===== src/rtl/dmem_access_fsm.sv =====
// dmem_access_fsm
// Multicycle data-memory access sequencer. Accepts one load/store at a time,
// rejects misaligned or illegal-size requests without touching the bus, drives
// a valid/ready bus transaction with word address, byte strobes and
// lane-replicated store data, and returns the raw read word with the low
// address bits and error flags as a one-cycle response.
module dmem_access_fsm #(
  parameter int TIMEOUT_CYCLES = 0,
  parameter int TMO_W          = 16
) (
  input  logic        clk,
  input  logic        resetn,
  input  logic        req_valid,
  output logic        req_ready,
  input  logic        req_we,
  input  logic [1:0]  req_size,
  input  logic [31:0] req_addr,
  input  logic [31:0] req_wdata,
  output logic        mem_valid,
  input  logic        mem_ready,
  output logic [31:0] mem_addr,
  output logic [3:0]  mem_wstrb,
  output logic [31:0] mem_wdata,
  input  logic [31:0] mem_rdata,
  output logic        rsp_valid,
  output logic [31:0] rsp_rdata,
  output logic [1:0]  rsp_addr_lo,
  output logic        rsp_misaligned,
  output logic        rsp_timeout
);

  localparam logic [1:0] ST_IDLE = 2'd0;
  localparam logic [1:0] ST_BUS  = 2'd1;
  localparam logic [1:0] ST_RESP = 2'd2;

  // Last counter value still allowed before the bus cycle is abandoned.
  localparam logic [TMO_W-1:0] TMO_LAST =
    (TIMEOUT_CYCLES == 0) ? '0 : TMO_W'(TIMEOUT_CYCLES - 1);
  localparam logic TMO_EN = (TIMEOUT_CYCLES != 0);

  logic [1:0]       state_q, state_d;
  logic [TMO_W-1:0] cnt_q, cnt_d;
  logic             is_load_q, is_load_d;
  logic [1:0]       addr_lo_q, addr_lo_d;
  logic [31:0]      mem_addr_q, mem_addr_d;
  logic [3:0]       mem_wstrb_q, mem_wstrb_d;
  logic [31:0]      mem_wdata_q, mem_wdata_d;
  logic [31:0]      rsp_rdata_q, rsp_rdata_d;
  logic [1:0]       rsp_addr_lo_q, rsp_addr_lo_d;
  logic             rsp_mis_q, rsp_mis_d;
  logic             rsp_tmo_q, rsp_tmo_d;

  logic             req_misaligned;
  logic [3:0]       req_strb;
  logic [31:0]      req_lanes;

  // Natural-alignment check and illegal-size detection for the incoming request.
  always_comb begin
    req_misaligned = 1'b0;
    case (req_size)
      2'b00:   req_misaligned = 1'b0;
      2'b01:   req_misaligned = req_addr[0];
      2'b10:   req_misaligned = (req_addr[1:0] != 2'b00);
      default: req_misaligned = 1'b1;
    endcase
  end

  // Byte strobes and lane-replicated store data derived from size and offset.
  always_comb begin
    req_strb  = 4'b0000;
    req_lanes = req_wdata;
    case (req_size)
      2'b00: begin
        req_strb  = 4'b0001 << req_addr[1:0];
        req_lanes = {4{req_wdata[7:0]}};
      end
      2'b01: begin
        req_strb  = 4'b0011 << req_addr[1:0];
        req_lanes = {2{req_wdata[15:0]}};
      end
      default: begin
        req_strb  = 4'b1111;
        req_lanes = req_wdata;
      end
    endcase
  end

  // Next-state, timeout counter and datapath register updates.
  always_comb begin
    state_d       = state_q;
    cnt_d         = cnt_q;
    is_load_d     = is_load_q;
    addr_lo_d     = addr_lo_q;
    mem_addr_d    = mem_addr_q;
    mem_wstrb_d   = mem_wstrb_q;
    mem_wdata_d   = mem_wdata_q;
    rsp_rdata_d   = rsp_rdata_q;
    rsp_addr_lo_d = rsp_addr_lo_q;
    rsp_mis_d     = rsp_mis_q;
    rsp_tmo_d     = rsp_tmo_q;

    case (state_q)
      ST_IDLE: begin
        cnt_d = '0;
        if (req_valid) begin
          addr_lo_d = req_addr[1:0];
          if (req_misaligned) begin
            state_d       = ST_RESP;
            rsp_rdata_d   = 32'h0;
            rsp_addr_lo_d = req_addr[1:0];
            rsp_mis_d     = 1'b1;
            rsp_tmo_d     = 1'b0;
          end else begin
            state_d     = ST_BUS;
            is_load_d   = ~req_we;
            mem_addr_d  = {req_addr[31:2], 2'b00};
            mem_wstrb_d = req_we ? req_strb : 4'b0000;
            mem_wdata_d = req_we ? req_lanes : 32'h0;
          end
        end
      end

      ST_BUS: begin
        if (mem_ready) begin
          state_d       = ST_RESP;
          cnt_d         = '0;
          rsp_rdata_d   = is_load_q ? mem_rdata : 32'h0;
          rsp_addr_lo_d = addr_lo_q;
          rsp_mis_d     = 1'b0;
          rsp_tmo_d     = 1'b0;
        end else if (TMO_EN && (cnt_q == TMO_LAST)) begin
          state_d       = ST_RESP;
          cnt_d         = '0;
          rsp_rdata_d   = 32'h0;
          rsp_addr_lo_d = addr_lo_q;
          rsp_mis_d     = 1'b0;
          rsp_tmo_d     = 1'b1;
        end else begin
          cnt_d = cnt_q + TMO_W'(1);
        end
      end

      ST_RESP: begin
        state_d = ST_IDLE;
        cnt_d   = '0;
      end

      default: begin
        state_d = ST_IDLE;
        cnt_d   = '0;
      end
    endcase
  end

  // State and datapath registers with asynchronous active-low reset.
  always_ff @(posedge clk or negedge resetn) begin
    if (!resetn) begin
      state_q       <= ST_IDLE;
      cnt_q         <= '0;
      is_load_q     <= 1'b0;
      addr_lo_q     <= 2'b00;
      mem_addr_q    <= 32'h0;
      mem_wstrb_q   <= 4'b0000;
      mem_wdata_q   <= 32'h0;
      rsp_rdata_q   <= 32'h0;
      rsp_addr_lo_q <= 2'b00;
      rsp_mis_q     <= 1'b0;
      rsp_tmo_q     <= 1'b0;
    end else begin
      state_q       <= state_d;
      cnt_q         <= cnt_d;
      is_load_q     <= is_load_d;
      addr_lo_q     <= addr_lo_d;
      mem_addr_q    <= mem_addr_d;
      mem_wstrb_q   <= mem_wstrb_d;
      mem_wdata_q   <= mem_wdata_d;
      rsp_rdata_q   <= rsp_rdata_d;
      rsp_addr_lo_q <= rsp_addr_lo_d;
      rsp_mis_q     <= rsp_mis_d;
      rsp_tmo_q     <= rsp_tmo_d;
    end
  end

  // Handshake outputs are pure state decodes; data outputs come from registers.
  always_comb begin
    req_ready      = (state_q == ST_IDLE);
    mem_valid      = (state_q == ST_BUS);
    rsp_valid      = (state_q == ST_RESP);
    mem_addr       = mem_addr_q;
    mem_wstrb      = mem_wstrb_q;
    mem_wdata      = mem_wdata_q;
    rsp_rdata      = rsp_rdata_q;
    rsp_addr_lo    = rsp_addr_lo_q;
    rsp_misaligned = rsp_mis_q;
    rsp_timeout    = rsp_tmo_q;
  end

endmodule


===== config.mk =====
export PLATFORM = sky130hd
export DESIGN_NAME = dmem_access_fsm
export DESIGN_NICKNAME = d
export VERILOG_FILES = /design/src/rtl/dmem_access_fsm.sv
export SDC_FILE = /design/constraint.sdc
export NUM_CORES = 1
export LEC_CHECK = 0
export CAP_MARGIN = 20
export CORE_UTILIZATION = 42
export CTS_CLUSTER_DIAMETER = 60
export DETAILED_ROUTE_END_ITERATION = 8
export PLACE_DENSITY = 0.81
export SLEW_MARGIN = 20
export SYNTH_ARGS = -nofsm -noshare
export SYNTH_HDL_FRONTEND = slang
export SYNTH_SLANG_ARGS = --single-unit

===== constraint.sdc =====
create_clock -name clk -period 2.3 [get_ports clk]
set_input_delay 0.46 -clock clk [delete_from_list [all_inputs] [get_ports clk]]
set_output_delay 0.46 -clock clk [all_outputs]
set_load 0.005 [all_outputs]

==> results.py <==
metrics = {
    "logic_synthesis": {
        "yosysWarningCount": 0,
        "synth_seq_area_share_pct": 58.1,
        "syn-mean-instance-area_um2": 13.0,
        "netlist_area_mm2": 0.00456,
        "yosysUniqueCellTypes": 32,
        "syn_inst": 350,
        "synth.ff_latch_count": 106,
    },
    "sta": {
        "max_slew_margin_pct": 62.9,
        "drv_slew": 0,
        "setup_viol": 0,
        "worst_pin_slew_ps": 557,
        "finalClockSkew_ps": 7.31,
        "finalHoldViolations": 0,
        "fmax_ghz": 0.473,
        "tns_ps": 0,
        "period_share_pct": 91.9,
        "min_period_ps": 2110,
        "rsz0062_at_grt": "false",
        "fin_ws_ps": 187,
    },
    "clocking": {
        "cts_sinks": 106,
        "root_buffer": "clkbuf_8",
        "clkLatencyLatePin_ps": 360,
        "clkSlewWorstSetupHoldPaths_ps": 100,
        "cts_buffer_depth": 2,
        "cts_hold_repair.buffers": 0,
        "cts_setup_buffers": 0,
        "ctsResizeCount": 0,
        "numCtsBuffers": 9,
        "cts_tree": "yes",
        "htreeDepth": 3,
    },
    "worst_setup_path": {
        "critPathMaxFanout": 6,
        "end_kind": "output port",
        "start_kind": "register",
        "required_ps": 1840,
        "cp_data_arrival_time_ps": 1650,
        "reg2reg_slack_ps": 380,
        "path_class": "register to output port",
    },
    "cells_and_area": {
        "layoutNonFillerInstCount": 700,
        "final_util_pct": 67.9,
        "nets": 662,
        "synthToLayoutAreaGrowth_pct": 55.0,
        "drive_gt1_share_pct": 18.4,
        "n_antenna_cell": 0,
    },
    "global_routing": {
        "antenna_found_initial": 0,
        "track_usage_pct": 22.1,
        "grt_pass1_wl_um": 19100,
        "grt_overflow": 0,
        "grt_pass1_vias": 3715,
        "grt_max_degree": 42,
    },
    "die": {
        "io_pins": 210,
        "rows": 37,
        "die-area_mm2": 0.0113,
        "start_util_pct": 43.8,
        "core-area_mm2": 0.0104,
        "die_h_um": 106,
        "die_w_um": 106,
    },
    "worst_hold_path": {
        "worstHoldPathType": "input pin to asynchronous set/reset pin",
    },
    "place": {
        "dp_slack_ps": -46.9,
        "gp_congestion": 0.766,
        "dpl.hpwl_um": 8990,
        "port_buffers": 206,
        "dp.cells": 684,
    },
    "power_and_ir_drop": {
        "finalPower_w": 0.00592,
        "p_sw_w": 0.00156,
        "pwr-share-clk_pct": 19.9,
        "combPwrFrac_pct": 35.4,
        "swShare_pct": 26.3,
        "irDropWorstVdd_uv": 480,
        "p_int_w": 0.00437,
        "p_leak_nw": 3.13,
        "p_per_area_mw_per_mm2": 838,
        "seqPwrFrac_pct": 44.7,
    },
    "routing": {
        "ant_nets": 0,
        "drt-total-wl_um": 12100,
        "dr.first_iter.drc_count": 124,
        "wire_per_inst_um": 17.3,
        "first_pass_iters": 4,
        "vias": 3557,
        "avgViaCountPerCell": 5.08,
        "drc": 0,
    },
    "job": {
        "maxCapViolations": 0,
    },
    "status": {
        "outcome": "finished clean",
    },
}
[worst max-delay path, stage by stage, from the launching register on]
cell and delay [ps]:
dfrtp_1 470, nor2b_1 260, clkdlybuf4s50_1 560
[cell usage in the layout (no fill, tap or decap), types with 2 or more instances in the layout]
master and count:
a22o_1 32, nand2_1 8, o21ai_0 11, mux2_2 56, nand2b_1 2, dfrtp_1 106, clkdlybuf4s50_1 205, a21oi_1 10
mux2i_1 25, conb_1 3, inv_1 12, clkbuf_8 11, buf_4 18, clkinvlp_4 2, or3b_2 8, clkinv_1 2
o21a_1 2, nor2_1 11, buf_12 3, nor2b_1 8, a211oi_1 7, mux2_1 9
[routing by layer]
layer | vias up | part of all wire, % | track usage [%]
met5 | - | 0 | 0
met4 | 0 | 2.2 | 8.93
met3 | 19 | 8.3 | 5.70
met2 | 151 | 48 | 35.9
met1 | 1736 | 42 | 28.1
li1 | 1651 | - | -
[registers in the layout, summed over array words and instances, names as in the netlist]
name            count
rsp_addr_lo         2
is_load_q           1
mem_wstrb           4
mem_wdata          32
state_q             2
mem_addr           30
rsp_rdata          32
addr_lo_q           2
rsp_misaligned      1
[synth_stat cells]
| cell | count | share of area (%) |
|---|---|---|
| a211oi_1 | 7 | 1.2 |
| a21oi_1 | 10 | 1.1 |
| a22o_1 | 32 | 6.1 |
| a2bb2oi_1 | 1 | 0.19 |
| a31oi_1 | 1 | 0.14 |
| and3_1 | 1 | 0.14 |
| buf_1 | 1 | 0.082 |
| buf_2 | 5 | 0.55 |
| buf_4 | 3 | 0.49 |
| buf_6 | 2 | 0.49 |
| clkbuf_1 | 19 | 1.6 |
| clkinv_1 | 2 | 0.16 |
| conb_1 | 1 | 0.082 |
| dfrtp_1 | 106 | 58 |
| inv_1 | 12 | 0.99 |
| inv_2 | 1 | 0.082 |
| mux2_1 | 9 | 2.2 |
| mux2_2 | 56 | 14 |
| mux2i_1 | 25 | 5.5 |
| nand2_1 | 8 | 0.66 |
| nand2b_1 | 2 | 0.27 |
| nand3b_1 | 1 | 0.16 |
| nor2_1 | 11 | 0.90 |
| nor2b_1 | 8 | 1.1 |
| o211ai_1 | 1 | 0.16 |
| o21a_1 | 2 | 0.33 |
| o21ai_0 | 11 | 1.2 |
| o21bai_1 | 1 | 0.16 |
| o311ai_1 | 1 | 0.19 |
| or3_1 | 1 | 0.14 |
| or3b_1 | 1 | 0.19 |
| or3b_2 | 8 | 1.5 |
[area by class of cell]
type	count	area, um^2
clock buffer	12	155
clock inverter	4	50.0
fill	780	3340
inverter	15	56.3
multi-input combinational	201	1740
sequential	106	2650
tap	136	170
timing repair buffer	226	2250
[power groups by stage]
stage | combinational (W) | sequential [W] | clock, W
after floorplan | 0.000643 | 0.00269 | 0
after global placement | 0.00206 | 0.00266 | 0
after detailed placement | 0.00212 | 0.00268 | 0
after CTS | 0.00213 | 0.00265 | 0.00121
after global routing | 0.00226 | 0.00271 | 0.00129
final | 0.00210 | 0.00265 | 0.00118
[final timing paths]
path | startpoint | end | cells past startpoint
max | state_q[0] | mem_valid | 2
min | resetn | mem_wdata[26] | 1
max reg2reg | state_q[0] | mem_addr[11] | 4
min reg2reg | mem_wdata[29] | mem_wdata[29] | 1
max in group asynchronous | resetn | rsp_rdata[24] | 2
min in group clk | mem_wdata[29] | mem_wdata[29] | 1
[cells by family after synthesis]
family	synth area share, %
other cells	0.0822
mux	21.5
compound gates	10.8
flops	58.1
simple gates	5.10
buf+inv	4.41
[through the flow]
step                      instance area, um^2  hold slack, ps
after global placement                   6870             397
after detailed placement                 6870             404
after floorplan                          4570             164
after CTS                                7070            1.61
final                                    7070            3.87
after global routing                     7070            10.0
Note: power is estimated with default switching activity, not from simulation.
